--- config.mk ---
export PLATFORM = sky130hd
export DESIGN_NAME = pc_unit
export DESIGN_NICKNAME = d
export VERILOG_FILES = /design/src/rtl/pc_unit_pkg.sv /design/src/rtl/pc_ras.sv /design/src/rtl/pc_unit.sv
export SDC_FILE = /design/constraint.sdc
export NUM_CORES = 1
export LEC_CHECK = 0
export CAP_MARGIN = 10
export CORE_ASPECT_RATIO = 1.75
export CORE_MARGIN = 5
export CORE_UTILIZATION = 50
export DETAILED_ROUTE_END_ITERATION = 10
export HOLD_SLACK_MARGIN = 0.02
export PLACE_DENSITY_LB_ADDON = 0.05
export SETUP_SLACK_MARGIN = 0.3
export SLEW_MARGIN = 20
export SYNTH_ARGS = -nofsm -noshare
export SYNTH_HDL_FRONTEND = slang
export SYNTH_HIERARCHICAL = 1
export SYNTH_SLANG_ARGS = --single-unit
--- constraint.sdc ---
create_clock -name clk -period 3.2 [get_ports clk]
set_input_delay 0.8 -clock clk [delete_from_list [all_inputs] [get_ports clk]]
set_output_delay 0.8 -clock clk [all_outputs]
set_load 0.05 [all_outputs]
--- src/rtl/pc_unit_pkg.sv ---
// ============================================================================
// Module  : pc_unit_pkg
// Purpose : Shared next-PC select encodings for the PC unit.
// Rev     : 1.0  initial release
// ============================================================================
`default_nettype none

package pc_unit_pkg;

  typedef enum logic [1:0] {
    SEL_SEQ    = 2'd0,
    SEL_BRANCH = 2'd1,
    SEL_JUMP   = 2'd2,
    SEL_RET    = 2'd3
  } sel_e;

endpackage

`default_nettype wire

--- src/rtl/pc_ras.sv ---
// ============================================================================
// Module  : pc_ras
// Purpose : Circular return-address stack; overflow overwrites the oldest
//           entry, and overflow or underflow sets a sticky error flag.
// Rev     : 1.0  initial release
// ============================================================================
`default_nettype none

module pc_ras #(
  parameter int W     = 16,
  parameter int DEPTH = 4
) (
  input  logic         clk,
  input  logic         rst,
  input  logic         push,
  input  logic         pop,
  input  logic [W-1:0] din,
  output logic [W-1:0] top,
  output logic         empty,
  output logic         full,
  output logic         err
);

  localparam int PW = $clog2(DEPTH);
  localparam int CW = PW + 1;
  localparam logic [PW-1:0] C_PTR_ONE = PW'(1);
  localparam logic [CW-1:0] C_CNT_ONE = CW'(1);
  localparam logic [CW-1:0] C_DEPTH   = CW'(DEPTH);

  logic [W-1:0]  mem_q [DEPTH];
  logic [PW-1:0] ptr_q, ptr_d;
  logic [CW-1:0] cnt_q, cnt_d;
  logic          err_q, err_d;
  logic [PW-1:0] w_ptr_dec;

  assign w_ptr_dec = ptr_q - C_PTR_ONE;
  assign top       = mem_q[w_ptr_dec];
  assign empty     = (cnt_q == '0);
  assign full      = (cnt_q == C_DEPTH);
  assign err       = err_q;

  always_comb begin
    ptr_d = ptr_q;
    cnt_d = cnt_q;
    err_d = err_q;
    if (push) begin
      // When full, ptr already addresses the oldest entry, so the write recycles it
      ptr_d = ptr_q + C_PTR_ONE;
      if (full) err_d = 1'b1;
      else      cnt_d = cnt_q + C_CNT_ONE;
    end else if (pop) begin
      if (empty) begin
        err_d = 1'b1;
      end else begin
        ptr_d = w_ptr_dec;
        cnt_d = cnt_q - C_CNT_ONE;
      end
    end
  end

  always_ff @(posedge clk) begin
    if (rst) begin
      ptr_q <= '0;
      cnt_q <= '0;
      err_q <= 1'b0;
    end else begin
      ptr_q <= ptr_d;
      cnt_q <= cnt_d;
      err_q <= err_d;
    end
  end

  always_ff @(posedge clk) begin
    if (push) mem_q[ptr_q] <= din;
  end

endmodule

`default_nettype wire

--- src/rtl/pc_unit.sv ---
// ============================================================================
// Module  : pc_unit
// Purpose : Program counter register with next-PC select (seq/branch/jump/
//           return) and an integrated return-address stack.
// Rev     : 1.0  initial release
// ============================================================================
`default_nettype none

module pc_unit
  import pc_unit_pkg::*;
#(
  parameter int               PC_W      = 16,
  parameter int               OFF_W     = 8,
  parameter int               INC       = 1,
  parameter int               RAS_DEPTH = 4,
  parameter logic [PC_W-1:0]  RESET_VEC = '0
) (
  input  logic             clk,
  input  logic             rst,
  input  logic             stall,
  input  logic [1:0]       sel,
  input  logic             br_taken,
  input  logic [OFF_W-1:0] br_off,
  input  logic [PC_W-1:0]  jmp_tgt,
  input  logic             call,
  output logic [PC_W-1:0]  pc,
  output logic [PC_W-1:0]  pc_next,
  output logic             ras_empty,
  output logic             ras_full,
  output logic             ras_err
);

  localparam logic [PC_W-1:0] C_INC = PC_W'(INC);

  logic [PC_W-1:0] pc_q, pc_d;
  logic [PC_W-1:0] w_pc_seq;
  logic [PC_W-1:0] w_br_ext;
  logic [PC_W-1:0] w_ras_top;
  logic            w_push, w_pop;

  assign w_pc_seq = pc_q + C_INC;
  assign w_br_ext = PC_W'($signed(br_off));
  assign w_push   = (sel == SEL_JUMP) && call && !stall;
  assign w_pop    = (sel == SEL_RET) && !stall;

  always_comb begin
    pc_d = w_pc_seq;
    unique case (sel_e'(sel))
      SEL_SEQ:    pc_d = w_pc_seq;
      SEL_BRANCH: pc_d = br_taken ? (pc_q + w_br_ext) : w_pc_seq;
      SEL_JUMP:   pc_d = jmp_tgt;
      SEL_RET:    pc_d = ras_empty ? w_pc_seq : w_ras_top;
      default:    pc_d = w_pc_seq;
    endcase
  end

  always_ff @(posedge clk) begin
    if (rst)         pc_q <= RESET_VEC;
    else if (!stall) pc_q <= pc_d;
  end

  assign pc      = pc_q;
  assign pc_next = pc_d;

  pc_ras #(
    .W     (PC_W),
    .DEPTH (RAS_DEPTH)
  ) u_ras (
    .clk   (clk),
    .rst   (rst),
    .push  (w_push),
    .pop   (w_pop),
    .din   (w_pc_seq),
    .top   (w_ras_top),
    .empty (ras_empty),
    .full  (ras_full),
    .err   (ras_err)
  );

endmodule

`default_nettype wire
==> metrics.txt, run 1 <==
top cells by area, synth=edfxtp_1 (37%), dfxtp_1 (8.4%), mux4_2 (7.3%); Vias/cell=5.999; crit start category=primary input; Finish-stage setup viols=12; H-tree depth=3; Leak=3.099 nW; Mapped Avg Cell Area=10.87 um2; Die Span Y=~150 um; critical path fanouts, max=8; DRC errors left=0; Mapped Cells=just under 500; Max VDD drop=627.5 uV; placer congestion estimate=0.9271; initial antenna violation count=0; HPWL after DPL=12,430 um; post-route cell area=8150 um2; total wire length=roughly 17,000 um; Flop pwr share=0.357; Setup CP Type=primary input to primary output; register area share after synthesis=0.4509; sequence of cells on the critical path=buf_8 > buf_12 > ha_4 > buf_4 > nor4b_1 > o21ai_0 > mux2i_1 > o211ai_1 > buf_4; most instantiated library cell after synthesis=edfxtp_1; clock root buffer master=clkbuf_16; hold_ws=0.4575 ns; Ant. Diodes=0; min-delay src=u_ras/err; first-pass GRT wire length=27,080 um; die area=12,710 um2; first-pass detailed-route iteration total=5; placed cells=762; most frequent CP cell=buf_4; Max Clk Rate=around 280 MHz; reg2reg start=pc[0]; leading area contributor after synthesis=edfxtp_1; CP Data Required Time=2.40 ns; Area Growth Syn to Fin=55.58%; Post-synth ARST share=0; grt ovf=0; Max-Cap Viols=0; part of the power in the clock network=0.317; most frequent cells after synthesis=edfxtp_1 (64), a21oi_1 (43), nand2_1 (39); status=complete, but fails checks; I/O Pins=66; largest net degree at the start of global routing=23; crit path time final=around 3.5 ns; Post-Syn Nets=535; EDFF count, synth=64; pwr/cell area=approximately 430 nW/um2; Clock Pin Slew Worst Setup and Hold Paths=0.07 ns; CTS tree=built; Combinational Power Share=0.326; Worst Tran Pin Value=0.5087 ns; Bufs on Longest Clock Path=2; Min-Delay Path Class=flip-flop to flip-flop; Netlist Area Pre-Place=5239 um2; Final ANT Viol Nets=0; layout cells sized above 1=0.4523; CTS sink cnt=86; unrepaired setup endpoints after global routing=yes; Layout Cells excl Fill=808; Initial Util=0.5086; die span in x=87.38 um; Sw Ratio=0.3207; Core Region=~10,000 um2; clk_skew=0.008478 ns; drt wl/cell=21.17 um; Synth Warn #=6; Final Slew Violations=0; Worst path top cell family by delay=buffers and inverters; placed inst area=7024 um2; Int Power=2.392 mW; hold_buf cts=0; Period Utilization, post-route=1.108; Synth Flop Type=edfxtp_1; Rows=49; slowest stage cell, crit path=nor4b_1; failing checks=setup timing; Worst Setup SP=br_off[7]; vias in the first global route=5,089; Final WS setup=-0.3447 ns; net switching power=1.129 mW; DRC violation total after the first TritonRoute iteration=314; Final Hold Vio Count=0; top-area cell type share of the netlist area=0.3668; critical path arrival=between 2 and 3 ns; Worst slew margin=0.6521; Clock Latency Late Sink=0.34 ns; Sum Neg Setup Slack=-2.503 ns; nets=729; CP max stage delay=0.42 ns; CP Buf/Inv Count=4; CP endpoint kind=primary output; via count=a little under 5,000; unique cell type count in the Yosys netlist=78; Synth Register Bits=86; Port Buffers=65; CTS buffer count=9; Global Route Usage Sum=0.2770
## routing by layer
metal	track usage	share of wire	up-vias
met4	0.1321	0.049	0
met3	0.04589	0.043	63
li1	-	-	2236
met2	0.4758	0.53	186
met5	0	0	-
met1	0.3281	0.38	2362
## sequential cells by signal, indices dropped and copies added (netlist names)
| signal | cells |
|---|---|
| u_ras/mem_q | 64 |
| pc | 16 |
| u_ras/cnt_q | 3 |
| u_ras/ptr_q | 2 |
| u_ras/err | 1 |
## layout by cell type, fill, tap and decap left out, types with 4 or more instances in the layout
cell	netlist	routed
buf_4	1	129
edfxtp_1	64	64
clkdlybuf4s50_1	0	37
nand2_1	39	34
nor2_1	38	33
a21oi_1	43	28
inv_1	24	22
mux4_2	17	17
dfxtp_1	22	17
ha_4	0	16
buf_6	1	16
a21oi_2	3	14
o21ai_0	17	13
buf_12	0	12
xor2_1	10	10
xnor2_1	11	9
nor3_1	13	9
clkbuf_16	0	9
and2_1	7	6
o21a_1	6	6
a31oi_1	7	5
nand2_2	0	5
and3_1	8	5
nand3_1	5	5
a21oi_4	0	4
nand2b_1	4	4
a21o_1	5	4
o22ai_1	5	4
ha_1	20	4
buf_8	0	4
dlygate4sd2_1	0	4
dfxtp_2	0	4
## worst min-delay path: stages (launching register included)
cell and delay [ns]:
dfxtp_1 0.31, inv_1 0.06, a21oi_2 0.04
## layout make-up
cell class	instances	area, um2
multi-input combinational	348	3324
sequential	86	2371
fill	651	2150
timing repair buffer	206	1879
clock buffer	9	225.2
tap	127	158.9
inverter	25	96.34
clock inverter	7	95.09
## path summary, 6_finish.rpt
| path | endpoint | slack (ns) | cells after the start |
|---|---|---|---|
| worst max-delay path | pc_next[10] | -0.34 | 9 |
| worst min-delay path | u_ras/err | 0.46 | 2 |
| worst max register to register | pc[10] | 0.72 | 10 |
| worst min register to register | u_ras/err | 0.46 | 2 |
## per-stage QoR
stage	util	setup WS, ns	power [mW]
finish	0.7913	-0.3447	3.521
global route	0.7913	-0.3629	3.650
CTS	0.7733	-0.3517	3.477
detailed placement	0.6820	-0.8438	2.224
global placement	0.6820	-0.8409	2.207
floorplan	-	-0.2806	1.814
## kinds of logic after synthesis
| group | synth area share |
|---|---|
| xor gates and xnor gates | 0.04132 |
| and+or+nand+nor | 0.1476 |
| AOI/OAI and AO/OA | 0.1810 |
| muxes | 0.08503 |
| DFF | 0.4509 |
| adders and majority gates | 0.05541 |
| buffers and inverters | 0.03869 |
## power groups by stage
stage	combinational [mW]	clock (mW)	sequential (mW)
after floorplan	0.471	0	1.34
after global routing	1.21	1.18	1.26
final	1.15	1.12	1.26
after detailed placement	0.951	0	1.27
after CTS	1.09	1.13	1.26
after global placement	0.936	0	1.27
## what timing repair did
item / 4_1_cts / 5_1_grt
setup endpoints to repair: 86 / 16
resized for setup: 125 / 21
buffers inserted: 18 / 12
pin swaps: 46 / 12
Note: power is estimated with default switching activity, not from simulation.
==> run 2, diff against run 1 <==
--- a/config.mk
+++ b/config.mk
@@ -6,10 +6,13 @@
 export NUM_CORES = 1
 export LEC_CHECK = 0
 export CAP_MARGIN = 10
-export CORE_ASPECT_RATIO = 1.75
+export CELL_PAD_IN_SITES_DETAIL_PLACEMENT = 0
+export CELL_PAD_IN_SITES_GLOBAL_PLACEMENT = 1
+export CORE_ASPECT_RATIO = 1.25
 export CORE_MARGIN = 5
-export CORE_UTILIZATION = 50
+export CORE_UTILIZATION = 40
 export DETAILED_ROUTE_END_ITERATION = 10
+export GPL_ROUTABILITY_DRIVEN = 0
 export HOLD_SLACK_MARGIN = 0.02
 export PLACE_DENSITY_LB_ADDON = 0.05
 export SETUP_SLACK_MARGIN = 0.3
==> metrics.txt, run 2 (synthesized netlist as in run 1, its figures left out) <==
Port Buffers=65 (unchanged); critical path arrival=2.71 ns (-0.03 ns); Reg area=2371 um2 (unchanged); unrepaired setup endpoints after global routing=yes; Period Utilization, post-route=1.096 (-0.01195); hold_buf cts=0 (unchanged); largest net degree at the start of global routing=23 (unchanged); HPWL after DPL=12,850 um (+3.3%); initial antenna violation count=0 (unchanged); Worst slew margin=0.5659 (-0.08618); first-pass GRT wire length=26,960 um (-0.46%); most common cell after layout, fill and taps aside=buf_4; CP Data Required Time=2.40 ns (about the same); first-pass detailed-route iteration total=5 (unchanged); Area Growth Syn to Fin=56.84%; Clock Pin Slew Worst Setup and Hold Paths=0.06 ns (about the same); Finish-stage setup viols=13 (+1); layout cells sized above 1=0.4527 (about the same); Setup CP Type=primary input to primary output; Final Slew Violations=0 (unchanged); largest reg by FF count=u_ras/mem_q; vias in the first global route=4,958 (-2.6%); clk_skew=0.007429 ns (-0.001049 ns); Global Route Usage Sum=0.2277 (-0.04937); I/O Pins=66 (unchanged); Final ANT Viol Nets=0 (unchanged); DRC errors left=0 (unchanged); DRC violation total after the first TritonRoute iteration=243 (-23%); max reg flops=64 (unchanged); Final Hold Vio Count=0 (unchanged); CTS sink cnt=86 (unchanged); hold_ws=0.4565 ns (-0.0009770 ns); Max Clk Rate=285.2 MHz (+1.1%); clock root buffer master=clkbuf_16; total wire length=17,140 um (+0.19%); crit path time final=3.506 ns (-0.03825 ns); CTS buffer count=9 (unchanged); die span in x=112.4 um (+29%); Max-Cap Viols=0 (unchanged); nets=735 (+0.82%); most frequent cells in the layout=buf_4 (132), edfxtp_1 (64), clkdlybuf4s50_1 (37), nand2_1 (35), nor2_1 (30); Ant. Diodes=0 (unchanged); Min-Delay Path Class=flip-flop to flip-flop; Worst Tran Pin Value=0.6489 ns (+0.1402 ns); pwr/cell area=431.0 nW/um2 (-0.23%); Leak=3.121 nW (+0.71%); status=complete, but fails checks; Die Span Y=138.0 um (-5.1%); die area=15,500 um2 (+22%); Rows=46 (-6.1%); fillers=1,049 (+61%); CTS tree=built; total power=3.541 mW (+0.58%); failing checks=setup timing; H-tree depth=3 (unchanged); Bufs on Longest Clock Path=2 (unchanged); crit start category=primary input; Initial Util=0.4100 (-0.09862); critical path fanouts, max=2 (-6); CP endpoint kind=primary output; Final WS setup=-0.3064 ns (+0.03825 ns); Core Region=12,780 um2 (+24%); Clock Latency Late Sink=0.35 ns (about the same); Vias/cell=5.520 (-8.0%); via count=4,720 (-2.6%); Max VDD drop=342.8 uV (-45%); drt wl/cell=20.05 um (-5.3%); grt ovf=0 (unchanged); multi-input logic area=3263 um2 (-1.8%)
==> run 2: final cells by class <==
class	count	area share
clock buffers	9	0.02741
well taps	168	0.02558
multi-input cells	348	0.3971
clock inverters	7	0.01249
repair buffers	212	0.2371
flip-flops and latches	86	0.2886
inverters	25	0.01173
==> run 2: path summary, 6_finish.rpt <==
| kind | from | to | slack [ns] | depth (start not counted) |
|---|---|---|---|---|
| setup / recovery | br_off[0] | pc_next[4] | -0.31 | 11 |
| hold / removal | u_ras/err | u_ras/err | 0.46 | 2 |
| setup reg to reg | pc[0] | pc[13] | 0.66 | 13 |
| hold reg to reg | u_ras/err | u_ras/err | 0.46 | 2 |
==> run 2: metal layers <==
metal	share of wire	up-vias	global-route usage	wire length (um)
li1	-	2252	-	-
met1	0.41	2292	0.2815	6993
met2	0.51	135	0.4016	8825
met3	0.047	41	0.03361	809
met4	0.030	0	0.09085	513
met5	0	-	0	0
==> run 2: report_power, final <==
| group | internal (mW) | switching [mW] |
|---|---|---|
| Clock | 0.695 | 0.453 |
| Combinational | 0.532 | 0.605 |
| Sequential | 1.23 | 0.0279 |
==> run 2: metrics by stage <==
stage / util / area, um2 / worst slack [ns] / instances / TNS [ns]
finish: 0.6431 / 8217 / -0.3064 / 855 / -2.531
global route: 0.6431 / 8217 / -0.3805 / 855 / -3.500
global placement: 0.5632 / 7196 / -0.8085 / 814 / -16.85
detailed placement: 0.5632 / 7196 / -0.8437 / 814 / -15.54
CTS: 0.6356 / 8122 / -0.3739 / 851 / -2.918
floorplan: - / 5444 / -0.2806 / 482 / -0.4961
==> run 2: what timing repair did <==
item / CTS / global route
setup endpoints to repair: 86 / 17
pin swaps: 45 / 25
resized for setup: 125 / 17
buffers inserted: 21 / 4
cloned: 0 / 0
==> run 2: worst max-delay path, stage by stage <==
cell	delay [ns]
buf_6	0.10
ha_4	0.15
fa_2	0.34
buf_4	0.14
buf_6	0.11
a21o_1	0.16
a21oi_2	0.12
xor2_1	0.24
o22ai_1	0.14
a22o_4	0.26
buf_8	0.15
==> run 3, diff against run 2 <==
--- a/config.mk
+++ b/config.mk
@@ -13,7 +13,6 @@
 export CORE_UTILIZATION = 40
 export DETAILED_ROUTE_END_ITERATION = 10
 export GPL_ROUTABILITY_DRIVEN = 0
-export HOLD_SLACK_MARGIN = 0.02
 export PLACE_DENSITY_LB_ADDON = 0.05
 export SETUP_SLACK_MARGIN = 0.3
 export SLEW_MARGIN = 20
==> results of run 3 <==
Same layout as run 2: the final DEF is identical, and so are final timing and power.
